**src/rtl/ifetch_buf_if.sv**
```systemverilog
// ifetch_buf_if: memory request/response and decode-side channels of ifetch_buf.
// master = fetch buffer side, slave = memory / decode side.
interface ifetch_buf_if #(
    parameter int ADDR_W = 32,
    parameter int DATA_W = 32
);
    logic              req_valid_o;
    logic [ADDR_W-1:0] req_addr_o;
    logic              req_ready_i;
    logic              rsp_valid_i;
    logic [DATA_W-1:0] rsp_data_i;
    logic              inst_valid_o;
    logic [DATA_W-1:0] inst_o;
    logic [ADDR_W-1:0] inst_addr_o;
    logic              inst_ready_i;

    modport master (
        output req_valid_o,
        output req_addr_o,
        input  req_ready_i,
        input  rsp_valid_i,
        input  rsp_data_i,
        output inst_valid_o,
        output inst_o,
        output inst_addr_o,
        input  inst_ready_i
    );

    modport slave (
        input  req_valid_o,
        input  req_addr_o,
        output req_ready_i,
        output rsp_valid_i,
        output rsp_data_i,
        input  inst_valid_o,
        input  inst_o,
        input  inst_addr_o,
        output inst_ready_i
    );
endinterface

```
**src/rtl/ifetch_buf.sv**
```systemverilog
// ifetch_buf: in-order instruction fetch front end with credit-based issue,
// jump flush and an address-tagged instruction FIFO for decode.
// Ports: clk, rst_n (async, active-low), pc_addr_i, jump_en_i, pc_hold_o,
//   bus (ifetch_buf_if.master: req_*, rsp_*, inst_*).
// Optional macro IFETCH_BYPASS_EN: an empty FIFO forwards a response
//   combinationally to the decode side in the response cycle.
module ifetch_buf #(
    parameter int ADDR_W = 32,
    parameter int DATA_W = 32,
    parameter int DEPTH  = 4,
    parameter int MAX_OS = 2
) (
    input  logic              clk,
    input  logic              rst_n,
    input  logic [ADDR_W-1:0] pc_addr_i,
    input  logic              jump_en_i,
    output logic              pc_hold_o,
    ifetch_buf_if.master      bus
);
    localparam int PW = (DEPTH > 1) ? $clog2(DEPTH) : 1;
    localparam int QW = (MAX_OS > 1) ? $clog2(MAX_OS) : 1;
    localparam logic [QW:0]   OS_MAX  = (QW+1)'(MAX_OS);
    localparam logic [QW-1:0] AQ_LAST = QW'(MAX_OS - 1);

    // address queue: one entry per outstanding request
    logic [ADDR_W-1:0] aq_addr_q [MAX_OS];
    logic [QW-1:0]     aq_wr_q, aq_wr_d;
    logic [QW-1:0]     aq_rd_q, aq_rd_d;
    logic [QW:0]       os_cnt_q, os_cnt_d;
    logic [QW:0]       drop_cnt_q, drop_cnt_d;

    // instruction FIFO
    logic [ADDR_W-1:0] f_addr_q [DEPTH];
    logic [DATA_W-1:0] f_data_q [DEPTH];
    logic [PW-1:0]     f_wr_q, f_wr_d;
    logic [PW-1:0]     f_rd_q, f_rd_d;
    logic [PW:0]       f_cnt_q, f_cnt_d;

    logic              f_empty;
    logic              issue_ok;
    logic              req_fire;
    logic              rsp_keep;
    logic              byp;
    logic              f_push;
    logic              f_pop;
    logic [ADDR_W-1:0] rsp_addr;

    always_comb begin
        f_empty  = (f_cnt_q == '0);
        rsp_addr = aq_addr_q[aq_rd_q];

        // credit rule: every accepted request already owns a FIFO slot
        issue_ok = rst_n && !jump_en_i
                 && (os_cnt_q < OS_MAX)
                 && ((int'(f_cnt_q) + int'(os_cnt_q)) < DEPTH);
        req_fire = issue_ok && bus.req_ready_i;

        // a response is kept only when no stale request is ahead of it
        rsp_keep = bus.rsp_valid_i && (drop_cnt_q == '0) && !jump_en_i;

`ifdef IFETCH_BYPASS_EN
        byp = rsp_keep && f_empty;
`else
        byp = 1'b0;
`endif

        f_pop  = !f_empty && !jump_en_i && bus.inst_ready_i;
        f_push = rsp_keep && !(byp && bus.inst_ready_i);

        bus.req_valid_o  = issue_ok;
        bus.req_addr_o   = pc_addr_i;
        pc_hold_o        = !req_fire && !jump_en_i;
        bus.inst_valid_o = byp || (!f_empty && !jump_en_i);

        if (byp) begin
            bus.inst_o      = bus.rsp_data_i;
            bus.inst_addr_o = rsp_addr;
        end else if (f_empty) begin
            bus.inst_o      = '0;
            bus.inst_addr_o = '0;
        end else begin
            bus.inst_o      = f_data_q[f_rd_q];
            bus.inst_addr_o = f_addr_q[f_rd_q];
        end
    end

    always_comb begin
        aq_wr_d = aq_wr_q;
        aq_rd_d = aq_rd_q;
        if (req_fire) begin
            aq_wr_d = (aq_wr_q == AQ_LAST) ? '0 : aq_wr_q + QW'(1);
        end
        if (bus.rsp_valid_i) begin
            aq_rd_d = (aq_rd_q == AQ_LAST) ? '0 : aq_rd_q + QW'(1);
        end

        os_cnt_d = os_cnt_q
                 + {{QW{1'b0}}, req_fire}
                 - {{QW{1'b0}}, bus.rsp_valid_i};

        // on a jump nothing issues, so all remaining requests go stale
        drop_cnt_d = drop_cnt_q;
        if (jump_en_i) begin
            drop_cnt_d = os_cnt_d;
        end else if (bus.rsp_valid_i && (drop_cnt_q != '0)) begin
            drop_cnt_d = drop_cnt_q - (QW+1)'(1);
        end

        if (jump_en_i) begin
            f_wr_d  = '0;
            f_rd_d  = '0;
            f_cnt_d = '0;
        end else begin
            f_wr_d  = f_wr_q + {{(PW-1){1'b0}}, f_push};
            f_rd_d  = f_rd_q + {{(PW-1){1'b0}}, f_pop};
            f_cnt_d = f_cnt_q
                    + {{PW{1'b0}}, f_push}
                    - {{PW{1'b0}}, f_pop};
        end
    end

    always_ff @(posedge clk or negedge rst_n) begin
        if (!rst_n) begin
            aq_wr_q    <= '0;
            aq_rd_q    <= '0;
            os_cnt_q   <= '0;
            drop_cnt_q <= '0;
            f_wr_q     <= '0;
            f_rd_q     <= '0;
            f_cnt_q    <= '0;
        end else begin
            aq_wr_q    <= aq_wr_d;
            aq_rd_q    <= aq_rd_d;
            os_cnt_q   <= os_cnt_d;
            drop_cnt_q <= drop_cnt_d;
            f_wr_q     <= f_wr_d;
            f_rd_q     <= f_rd_d;
            f_cnt_q    <= f_cnt_d;
        end
    end

    // storage arrays need no reset: counts gate every read
    always_ff @(posedge clk) begin
        if (req_fire) begin
            aq_addr_q[aq_wr_q] <= pc_addr_i;
        end
        if (f_push) begin
            f_addr_q[f_wr_q] <= rsp_addr;
            f_data_q[f_wr_q] <= bus.rsp_data_i;
        end
    end
endmodule

```
**src/flat_wrapper.sv**
```systemverilog
// flat-port wrapper written by rule: the top's interface ports become plain ports
module ifetch_buf_flat 
#(
    parameter int ADDR_W = 32,
    parameter int DATA_W = 32,
    parameter int DEPTH  = 4,
    parameter int MAX_OS = 2
)
  (clk, rst_n, pc_addr_i, jump_en_i, pc_hold_o, bus_req_valid_o, bus_req_addr_o, bus_req_ready_i, bus_rsp_valid_i, bus_rsp_data_i, bus_inst_valid_o, bus_inst_o, bus_inst_addr_o, bus_inst_ready_i);
  ifetch_buf_if #(.ADDR_W(ADDR_W), .DATA_W(DATA_W)) bus_i ();
  input  logic clk;
  input  logic rst_n;
  input  logic [ADDR_W-1:0] pc_addr_i;
  input  logic jump_en_i;
  output logic pc_hold_o;
  output wire logic [$bits(bus_i.req_valid_o)-1:0] bus_req_valid_o;
  output wire logic [$bits(bus_i.req_addr_o)-1:0] bus_req_addr_o;
  input wire logic [$bits(bus_i.req_ready_i)-1:0] bus_req_ready_i;
  input wire logic [$bits(bus_i.rsp_valid_i)-1:0] bus_rsp_valid_i;
  input wire logic [$bits(bus_i.rsp_data_i)-1:0] bus_rsp_data_i;
  output wire logic [$bits(bus_i.inst_valid_o)-1:0] bus_inst_valid_o;
  output wire logic [$bits(bus_i.inst_o)-1:0] bus_inst_o;
  output wire logic [$bits(bus_i.inst_addr_o)-1:0] bus_inst_addr_o;
  input wire logic [$bits(bus_i.inst_ready_i)-1:0] bus_inst_ready_i;
  assign bus_req_valid_o = bus_i.req_valid_o;
  assign bus_req_addr_o = bus_i.req_addr_o;
  assign bus_i.req_ready_i = bus_req_ready_i;
  assign bus_i.rsp_valid_i = bus_rsp_valid_i;
  assign bus_i.rsp_data_i = bus_rsp_data_i;
  assign bus_inst_valid_o = bus_i.inst_valid_o;
  assign bus_inst_o = bus_i.inst_o;
  assign bus_inst_addr_o = bus_i.inst_addr_o;
  assign bus_i.inst_ready_i = bus_inst_ready_i;
  ifetch_buf #(.ADDR_W(ADDR_W), .DATA_W(DATA_W), .DEPTH(DEPTH), .MAX_OS(MAX_OS)) u_core (.clk(clk), .rst_n(rst_n), .pc_addr_i(pc_addr_i), .jump_en_i(jump_en_i), .pc_hold_o(pc_hold_o), .bus(bus_i));
endmodule
```
**config.mk**
```make
export PLATFORM = sky130hd
export DESIGN_NAME = ifetch_buf_flat
export DESIGN_NICKNAME = d
export VERILOG_FILES = /design/src/rtl/ifetch_buf_if.sv /design/src/rtl/ifetch_buf.sv /design/src/flat_wrapper.sv
export SDC_FILE = /design/constraint.sdc
export NUM_CORES = 1
export LEC_CHECK = 0
export CORE_ASPECT_RATIO = 0.6
export CORE_MARGIN = 3
export CORE_UTILIZATION = 50
export CTS_CLUSTER_SIZE = 40
export DETAILED_ROUTE_END_ITERATION = 8
export PLACE_DENSITY = 0.73
export REMOVE_ABC_BUFFERS = 1
export SYNTH_ARGS = -nofsm -noshare
export SYNTH_HDL_FRONTEND = slang
export SYNTH_SLANG_ARGS = --single-unit
```
**constraint.sdc**
```tcl
create_clock -name clk -period 9.43 [get_ports clk]
set_input_delay 1.886 -clock clk [delete_from_list [all_inputs] [get_ports clk]]
set_output_delay 1.886 -clock clk [all_outputs]
set_load 0.01 [all_outputs]
```
# Word level (Yosys, flattened, before mapping)

Memories as Yosys holds them, arrays and structs flattened.
Index checks and enable logic that the tools add are counted.

Shift-type cells: 0
Multipliers: 0
Eq/ne operators: 0
Div/mod/pow operators: 0
Reduce and logical (&&, ||, !) cells: 17
Add/sub/neg operators: 10
Muxes and demuxes: 13
Order comparisons: 2
Bitwise logic cells: 0

Operators by type and width:

| cell                | count |
|---|---|
| $mux 32             | 2 |
| $lt 32x4->1 const B | 1 |
| $logic_and 1x1->1   | 10 |
| $mux 2              | 4 |
| $add 2x1->2         | 3 |
| $mux 1              | 6 |
| $add 3x2->4         | 1 |
| $reduce_bool 2->1   | 2 |
| $add 3x1->3         | 1 |
| $logic_not 1->1     | 3 |
| $logic_not 3->1     | 1 |
| $mux 3              | 1 |
| $sub 3x1->3         | 1 |
| $add 1x1->1 const B | 2 |
| $logic_not 2->1     | 1 |
| $lt 2x2->1 const B  | 1 |
| $sub 2x1->2         | 1 |
| $sub 2x1->2 const B | 1 |

Memories: 3
Register bits after elaboration: 13
Input port bits: 70
Memory bits (writable): 320
Memory bits (read-only): 0
Bits in latches: 0
Word-level logic and storage cells: 52
Output and inout port bits: 99

Memories:

| name             | depth | bits a word | rd ports | clocked after memory_dff | wr ports | RTL line         | text |
|---|---|---|---|---|---|---|---|
| u_core.f_addr_q  | 4     | 32          | 1        | 0                        | 1        | ifetch_buf.sv:33 | `logic [ADDR_W-1:0] f_addr_q [DEPTH];` |
| u_core.f_data_q  | 4     | 32          | 1        | 0                        | 1        | ifetch_buf.sv:34 | `logic [DATA_W-1:0] f_data_q [DEPTH];` |
| u_core.aq_addr_q | 2     | 32          | 1        | 0                        | 1        | ifetch_buf.sv:26 | `logic [ADDR_W-1:0] aq_addr_q [MAX_OS];` |

# Longest topological paths before layout

Gate-level depths: netlist of run 1.

Word-level depth: 8
Depth in mapped cells: 12

# Worst setup path after synthesis of run 1

Ideal clock, no wire load.

Path kind: input -> register
From: in jump_en_i
To: mem u_core.f_addr_q[0][0], enable pin
Path buffers: 1
Required time: 8.786 ns
Setup time: 0.644 ns
Arrival: 8.250 ns
Cell stages on the path: 2
Path slack: 0.536 ns
Cell sequence: clkbuf_1 nor4_1

Cells in the longest elaborated chain, start to end: 4

RTL lines:

| item                         | RTL line           | text |
|---|---|---|
| start: declaration           | flat_wrapper.sv:14 | `input logic jump_en_i;` |
| $logic_not 1->1              | ifetch_buf.sv:59   | `rsp_keep = bus.rsp_valid_i && (drop_cnt_q == '0) && !jump_en_i;` |
| $logic_and 1x1->1            | ifetch_buf.sv:59   |  |
| $mux 1                       | ifetch_buf.sv:147  | `if (f_push) begin` |
| $mux 1 (not written as such) | ifetch_buf.sv:148  | `f_addr_q[f_wr_q] <= rsp_addr;` |
| end: declaration             | ifetch_buf.sv:33   |  |

Every way passes these cells.

# Final worst setup path of run 1

From: in rst_n
To: out pc_hold_o

Cells in the longest elaborated chain, start to end: 6

RTL lines:

| item               | RTL line           | text |
|---|---|---|
| start: declaration | flat_wrapper.sv:12 | `input logic rst_n;` |
| $logic_and 1x1->1  | ifetch_buf.sv:53   | `issue_ok = rst_n && !jump_en_i` |
| $logic_and 1x1->1  | ifetch_buf.sv:54   | `&& (os_cnt_q < OS_MAX)` |
| $logic_and 1x1->1  | ifetch_buf.sv:55   | `&& ((int'(f_cnt_q) + int'(os_cnt_q)) < DEPTH);` |
| $logic_and 1x1->1  | ifetch_buf.sv:56   | `req_fire = issue_ok && bus.req_ready_i;` |
| $logic_not 1->1    | ifetch_buf.sv:72   | `pc_hold_o = !req_fire && !jump_en_i;` |
| $logic_and 1x1->1  | ifetch_buf.sv:72   |  |
| end: declaration   | flat_wrapper.sv:15 | `output logic pc_hold_o;` |

Every way passes these cells.

==> summary.txt, run 1 <==
Worst setup path
  – Flop2flop setup slack: 6170 ps
  – CP top delay family: buffers and inverters
  – CP Depth: 5
  – CP Capture Type: primary output
  – Critical Path Fanout Max: 14
  – WS Path Type: input port to primary output
  – Crit path buf inv count: 2
  – R2r endpoint: u_core.aq_addr_q[0][8]$_DFFE_PP_
  – Crit-path cells: clkdlybuf4s50_1, or4b_1, nor3_1, a21oi_1, clkdlybuf4s50_1
  – CP max stage cell: clkdlybuf4s50_1
  – Worst Path Required: 7540 ps
  – Max incr delay on CP: 890 ps
  – Reg2reg path depth: 4
  – Worst Path Arrival: 4260 ps
  – Reg2reg start: u_core.f_cnt_q[1]$_DFF_PN0_
  – CP startpoint kind: input port
  – Cell with the most instances on the worst path: clkdlybuf4s50_1

Clock tree
  – Post-CTS Setup Inserts: 0
  – Cts hold-fix bufs: 0
  – Post-CTS sizing: 0
  – Clk_lat worst skew: approximately 550 ps
  – H-tree Lvls: 1
  – CTS Sinks: 333
  – Max clock buf depth: 3
  – Clock transition at path regs: 60 ps
  – Root Buffer: clkbuf_16
  – TritonCTS clock tree: yes
  – Total CTS buffers: 30

Cells and area
  – Fill count: 1682
  – Util after Layout: 63.3%
  – Nets: 832
  – Antenna cell count: 0
  – Register area: around 10000 sq um
  – Area Growth Syn to Fin: 21.4%
  – Multi-input logic area: 2610 sq um
  – Share of cells above drive strength 1: 19.4%
  – Post-Layout Cell Count: between 1000 and 1500

Power and ir drop
  – Pint: around 2.9 mW
  – Switching power: 1.05 mW
  – Cell Pwr Density: approximately 250 nW/um^2
  – Maximum vdd drop: 215 uV
  – Clk pwr share: between 20% and 30%
  – Switching Share: a little over a quarter
  – Comb power frac: approximately a quarter
  – Total power draw: between 3 and 4 mW
  – Leakage: 4.93 nW
  – Sequential Power Share: 45.6%

Yosys
  – EDFF count, synth: 320
  – Post-synth cell types: 25
  – Ys async rst share: 3.90%
  – Largest family of logic cells by synthesized area: multiplexers
  – Synth top area share: 74.6%
  – Post-synthesis adder-cell area fraction: 0.835%
  – Commonest cells post-synth: 320 x edfxtp_1, 67 x nor2b_1, 64 x mux4_2
  – Register bit total from synthesis: 333
  – Synth Area in Compound Gates: less than 1%
  – Yosys warning count: 0
  – Multiplexer share of the synthesized area: between 10% and 20%
  – Syn Inst Count: 608
  – Average instance area after synthesis: ~21 sq um
  – Cell taking the most area after synthesis: edfxtp_1
  – Synthesized cell area: ~13000 sq um
  – Top FF cell, synth: edfxtp_1
  – Xor and xnor area share after synthesis: 0.680%
  – Simple-gate share of the synthesized area: 4.27%
  – Register area share after synthesis: 77.1%
  – Most common cell in the synthesized netlist: edfxtp_1
  – Synth top area cells: edfxtp_1 75%, mux4_2 11%, nor2b_1 3.3%

Global routing
  – Gr usage total: 18.0%
  – Largest net degree at the start of global routing: 66
  – Antenna violations before repair: 0
  – Vias in the first global route: 6547
  – First-pass GRT wire length: 37700 um
  – Grt total ovfl: 0

Die
  – Core box area: 24700 sq um
  – Die Area: 27800 sq um
  – Initial Util: 52.1%
  – # IOs: between 150 and 200
  – Die width: 213 um
  – Chip height: 130 um
  – Rows: 44

Placed design
  – Pre-CTS WS: 3280 ps
  – Port Buf Inserts: 168
  – Hpwl dp: between 10000 and 15000 um
  – Placed cell count: 1044
  – GPL Wtd Cong: 0.676

Timing
  – Worst-Margin Slew: 1260 ps
  – Rel. slew slack: between 15 and 20%
  – Max-slew violation count: 0
  – RSZ-0062 raised after global routing: no
  – Achievable frequency: between 150 and 200 MHz
  – # setup viols final: 0
  – Setup TNS: 0 ps
  – Hold Vio Cnt, Final: 0
  – Crit share post-route: between 60% and 70%
  – Fin crit period: 6140 ps
  – Final WS setup: 3290 ps
  – Layout Skew: approximately 18 ps

Job
  – Maxcap violations: 0

Routing
  – Total Routed Length: 24400 um
  – Wire length per cell: 22.3 um
  – Initial drt markers: 331
  – Via count: roughly 6000
  – Final ANT Viol Nets: 0
  – Avg Vias per Cell: 5.49
  – DRC: 0
  – First-pass DRT Iterations: 4

Hold path
  – Min-Delay Endpoint: u_core.aq_wr_q$_DFFE_PN0P_
  – Hold path cells: 1
  – Hold Path Class: flip-flop to flip-flop
  – Hold path startpoint: u_core.aq_wr_q$_DFFE_PN0P_

Run status
  – Status: completed
-- power groups by stage --
stage | registers [mW] | logic [mW] | clock network [mW]
2_1_floorplan | 1.84 | 0.498 | 0
3_3_place_gp | 1.84 | 0.986 | 0
3_5_place_dp | 1.85 | 1.01 | 0
4_1_cts | 1.82 | 1.01 | 1.20
5_1_grt | 1.83 | 1.07 | 1.27
6_report | 1.82 | 0.993 | 1.17
-- through the flow --
stage | instance area (sq um) | hold WS [ps]
floorplan | 12500 | 461
global placement | 14700 | 528
detailed placement | 14700 | 574
CTS | 15600 | 583
global route | 15600 | 613
finish | 15600 | 587
-- cell type report --
class	count	share of cell area, %
inverter	6	0.144
tap	322	2.58
multi-input combinational	210	16.7
clock buffer	38	5.13
sequential	333	63.6
clock inverter	14	0.872
timing repair buffer	173	11.0
-- cells by family after synthesis --
| family | count (synthesis) |
|---|---|
| buf+inv | 65 |
| flops | 333 |
| compound gates | 3 |
| xor+xnor | 10 |
| simple gates | 92 |
| fa+ha+maj | 8 |
| mux | 97 |
-- routing by layer --
layer  routed length [um]  track usage [%]  vias up
li1                     -                -     2666
met1                10900             25.6     3169
met2                11800             29.5      155
met3                 1300             3.92       29
met4                  340             3.42        0
met5                    0                0        -
-- flip-flops by register name (all words and copies together) (netlist names) --
register / flops
u_core.drop_cnt_q: 2
u_core.f_wr_q: 2
u_core.aq_rd_q: 1
u_core.aq_wr_q: 1
u_core.f_data_q: 128
u_core.aq_addr_q: 64
u_core.f_cnt_q: 3
u_core.f_rd_q: 2
u_core.f_addr_q: 128
u_core.os_cnt_q: 2
-- worst max path at each step --
stage | startpoint | endpoint
finish | rst_n | pc_hold_o
global route | rst_n | pc_hold_o
CTS | rst_n | pc_hold_o
detailed placement | rst_n | pc_hold_o
global placement | rst_n | pc_hold_o
floorplan | jump_en_i | u_core.f_addr_q[0][0]$_DFFE_PP_
-- worst register-to-register path: stages (launching register included) --
cell and delay (ps):
dfrtp_1 450, ha_1 230, or4b_1 490, or4b_1 680
nor2_4 1010
-- cells in the final DEF (no fill, tap or decap) --
cell / synthesis / layout
fa_1: 1 / 1
xnor2_1: 7 / 7
clkbuf_16: 0 / 31
nor4_2: 0 / 1
and3_4: 0 / 1
mux2_2: 32 / 32
nand2_1: 3 / 3
edfxtp_1: 320 / 320
mux4_2: 64 / 64
nor2_1: 11 / 8
ha_1: 7 / 7
and2_1: 1 / 1
mux2i_1: 1 / 1
clkdlybuf4s50_1: 0 / 168
clkinv_2: 0 / 4
bufinv_16: 0 / 3
clkbuf_1: 18 / 7
xor2_1: 3 / 3
dfrtp_4: 0 / 2
nand2b_1: 1 / 1
nor2_4: 1 / 4
or4b_1: 2 / 2
dfrtp_2: 0 / 1
nor3_2: 0 / 1
dfrtp_1: 13 / 10
inv_1: 6 / 6
buf_4: 32 / 5
clkinv_1: 0 / 7
nor2b_1: 67 / 67
and3_1: 3 / 1
and3_2: 0 / 1
nor3_1: 2 / 1
a21oi_1: 3 / 3
Note: power is estimated with default switching activity, not from simulation.
==> run 2: changes to the inputs <==
==> constraint.sdc (replaced) <==
create_clock -name clk -period 5.9 [get_ports clk]
set_input_delay 1.18 -clock clk [delete_from_list [all_inputs] [get_ports clk]]
set_output_delay 1.18 -clock clk [all_outputs]
set_load 0.01 [all_outputs]
==> run 2 against run 1 <==
Net effect:
- non-clock buffer count increased by 3
- wire length decreased by 1.4%
- sequential power increased by 60%
- count of clock-buffer cells in the layout decreased by 2
- critical path depth unchanged
- design area decreased by 0.28%
- register-to-register slack got worse by 3400 ps
- critical path type unchanged
- largest power group unchanged
==> summary.txt, run 2 (synthesis results as in run 1) <==
Timing
  – Fin crit period: 4640 ps
  – Crit share post-route: about four fifths
  – Rel. slew slack: 25.5% (+9.7 points)
  – Achievable frequency: 216 MHz
  – Setup TNS: 0 ps (unchanged)
  – Final WS setup: 1260 ps (-2020 ps)
  – Worst-Margin Slew: 1110 ps (-144 ps)
  – RSZ-0062 raised after global routing: no
  – # setup viols final: 0 (unchanged)
  – Max-slew violation count: 0 (unchanged)
  – Worst hold slack: 558 ps (-28.8 ps)
  – Layout Skew: 10.2 ps (-7.63 ps)
  – Hold Vio Cnt, Final: 0 (unchanged)

Global routing
  – Gr usage total: 17.7% (-0.32 points)
  – Grt total ovfl: 0 (unchanged)
  – First-pass GRT wire length: 37200 um (-1.5%)
  – Antenna violations before repair: 0 (unchanged)
  – Vias in the first global route: 6505 (-0.64%)
  – Largest net degree at the start of global routing: 66 (unchanged)

Cells and area
  – Area Growth Syn to Fin: 21.1%
  – Antenna cell count: 0 (unchanged)
  – Commonest non-fill, non-tap cells in the layout: 320 x edfxtp_1, 168 x clkdlybuf4s50_1, 67 x nor2b_1
  – Post-Layout Cell Count: 1100 (+0.36%)
  – Share of cells above drive strength 1: 19.7% (+0.29 points)
  – Commonest non-fill, non-tap cell in the layout: edfxtp_1
  – Biggest regs: u_core.f_addr_q: 128 flops, u_core.f_data_q: 128 flops, u_core.aq_addr_q: 64 flops
  – Nets: 834 (+0.24%)

Routing
  – Final ANT Viol Nets: 0 (unchanged)
  – Initial drt markers: 425 (+28%)
  – First-pass DRT Iterations: 4 (unchanged)
  – Wire length per cell: 21.9 um (-1.8%)
  – DRC: 0 (unchanged)
  – Avg Vias per Cell: 5.50 (+0.12%)
  – Via count: 6048 (+0.48%)
  – Total Routed Length: 24100 um (-1.4%)

Placed design
  – Placed cell count: 1047 (+0.29%)
  – Pre-CTS WS: 1240 ps (-2040 ps)
  – Port Buf Inserts: 168 (unchanged)
  – GPL Wtd Cong: 0.713 (+5.4%)
  – Hpwl dp: 13900 um (+1.6%)

Worst setup path
  – Worst Path Required: 4720 ps (-2820 ps)
  – Critical Path Fanout Max: 14 (unchanged)
  – CP Capture Type: primary output
  – WS Path Type: input port to primary output
  – Worst Path Arrival: 3460 ps (-800 ps)
  – CP startpoint kind: input port

Clock tree
  – Post-CTS sizing: 0 (unchanged)
  – Post-CTS Setup Inserts: 0 (unchanged)
  – Max clock buf depth: 3 (unchanged)
  – CTS Sinks: 333 (unchanged)
  – TritonCTS clock tree: yes
  – Root Buffer: clkbuf_16
  – Clk_lat worst skew: 540 ps (about the same)
  – H-tree Lvls: 1 (unchanged)
  – Clock transition at path regs: 60 ps (about the same)
  – Cts hold-fix bufs: 0 (unchanged)
  – Total CTS buffers: 29 (-3.3%)

Power and ir drop
  – Pint: 4.56 mW (+55%)
  – Maximum vdd drop: 265 uV (+23%)
  – Comb power frac: 25.5% (+0.6 points)
  – Total power draw: 6.24 mW (+57%)
  – Switching Share: 26.9% (+0.57 points)
  – Sequential Power Share: 46.6% (+1.0 points)
  – Cell Pwr Density: 400 nW/um^2 (+57%)
  – Leakage: 4.92 nW (-0.35%)
  – Switching power: 1.68 mW (+60%)
  – Clk pwr share: 27.9% (-1.5 points)

Die
  – Core box area: 24700 sq um (unchanged)
  – Initial Util: 52.1% (unchanged)
  – Die Area: 27800 sq um (unchanged)
  – Chip height: 130 um (unchanged)
  – Rows: 44 (unchanged)
  – Die width: 213 um (unchanged)
  – # IOs: 169 (unchanged)

Run status
  – Status: completed

Job
  – Maxcap violations: 0 (unchanged)

Hold path
  – Hold Path Class: flip-flop to flip-flop
-- run 2: area by class of cell --
class	instances	area (sq um)
inverters	6	22.5
multi-input cells	210	2610
clock buffers	36	752
flip-flops and latches	333	9940
repair buffers	176	1750
clock inverters	17	108
fillers	1690	9120
well taps	322	403
-- run 2: critical path, stage by stage --
cell and delay, ps:
clkdlybuf4s50_1 860, or4b_1 500, nor3_1 290, a21oi_1 110
clkdlybuf4s50_1 510
-- run 2: worst paths after layout --
check,to,cells past startpoint,slack [ps],from
max,pc_hold_o,5,1260,rst_n
min,u_core.aq_wr_q$_DFFE_PN0P_,1,560,u_core.aq_wr_q$_DFFE_PN0P_
max reg2reg,u_core.aq_addr_q[0][0]$_DFFE_PP_,4,2810,u_core.f_cnt_q[1]$_DFF_PN0_
min reg2reg,u_core.aq_wr_q$_DFFE_PN0P_,1,560,u_core.aq_wr_q$_DFFE_PN0P_
max in group asynchronous,u_core.f_rd_q[0]$_DFF_PN0_,1,4420,rst_n
min in group asynchronous,u_core.os_cnt_q[1]$_DFF_PN0_,1,1020,rst_n
-- run 2: through the flow --
step | util, % | instance area, sq um
floorplan | - | 12500
global placement | 59.6 | 14700
detailed placement | 59.6 | 14700
CTS | 63.1 | 15600
global route | 63.1 | 15600
finish | 63.1 | 15600
-- run 2: per-layer routing --
layer	track usage, %	wire, um	vias up
li1	-	-	2675
met1	25.2	10700	3180
met2	29.4	11800	166
met3	2.91	1150	27
met4	3.96	388	0
met5	0	0	-
-- run 2: power by group through the flow --
| stage | clock network, mW | logic (mW) | registers (mW) |
|---|---|---|---|
| 2_1_floorplan | 0 | 0.796 | 2.94 |
| 3_3_place_gp | 0 | 1.59 | 2.95 |
| 4_1_cts | 1.78 | 1.63 | 2.91 |
| 3_5_place_dp | 0 | 1.62 | 2.96 |
| 5_1_grt | 1.88 | 1.72 | 2.92 |
| 6_report | 1.74 | 1.59 | 2.91 |
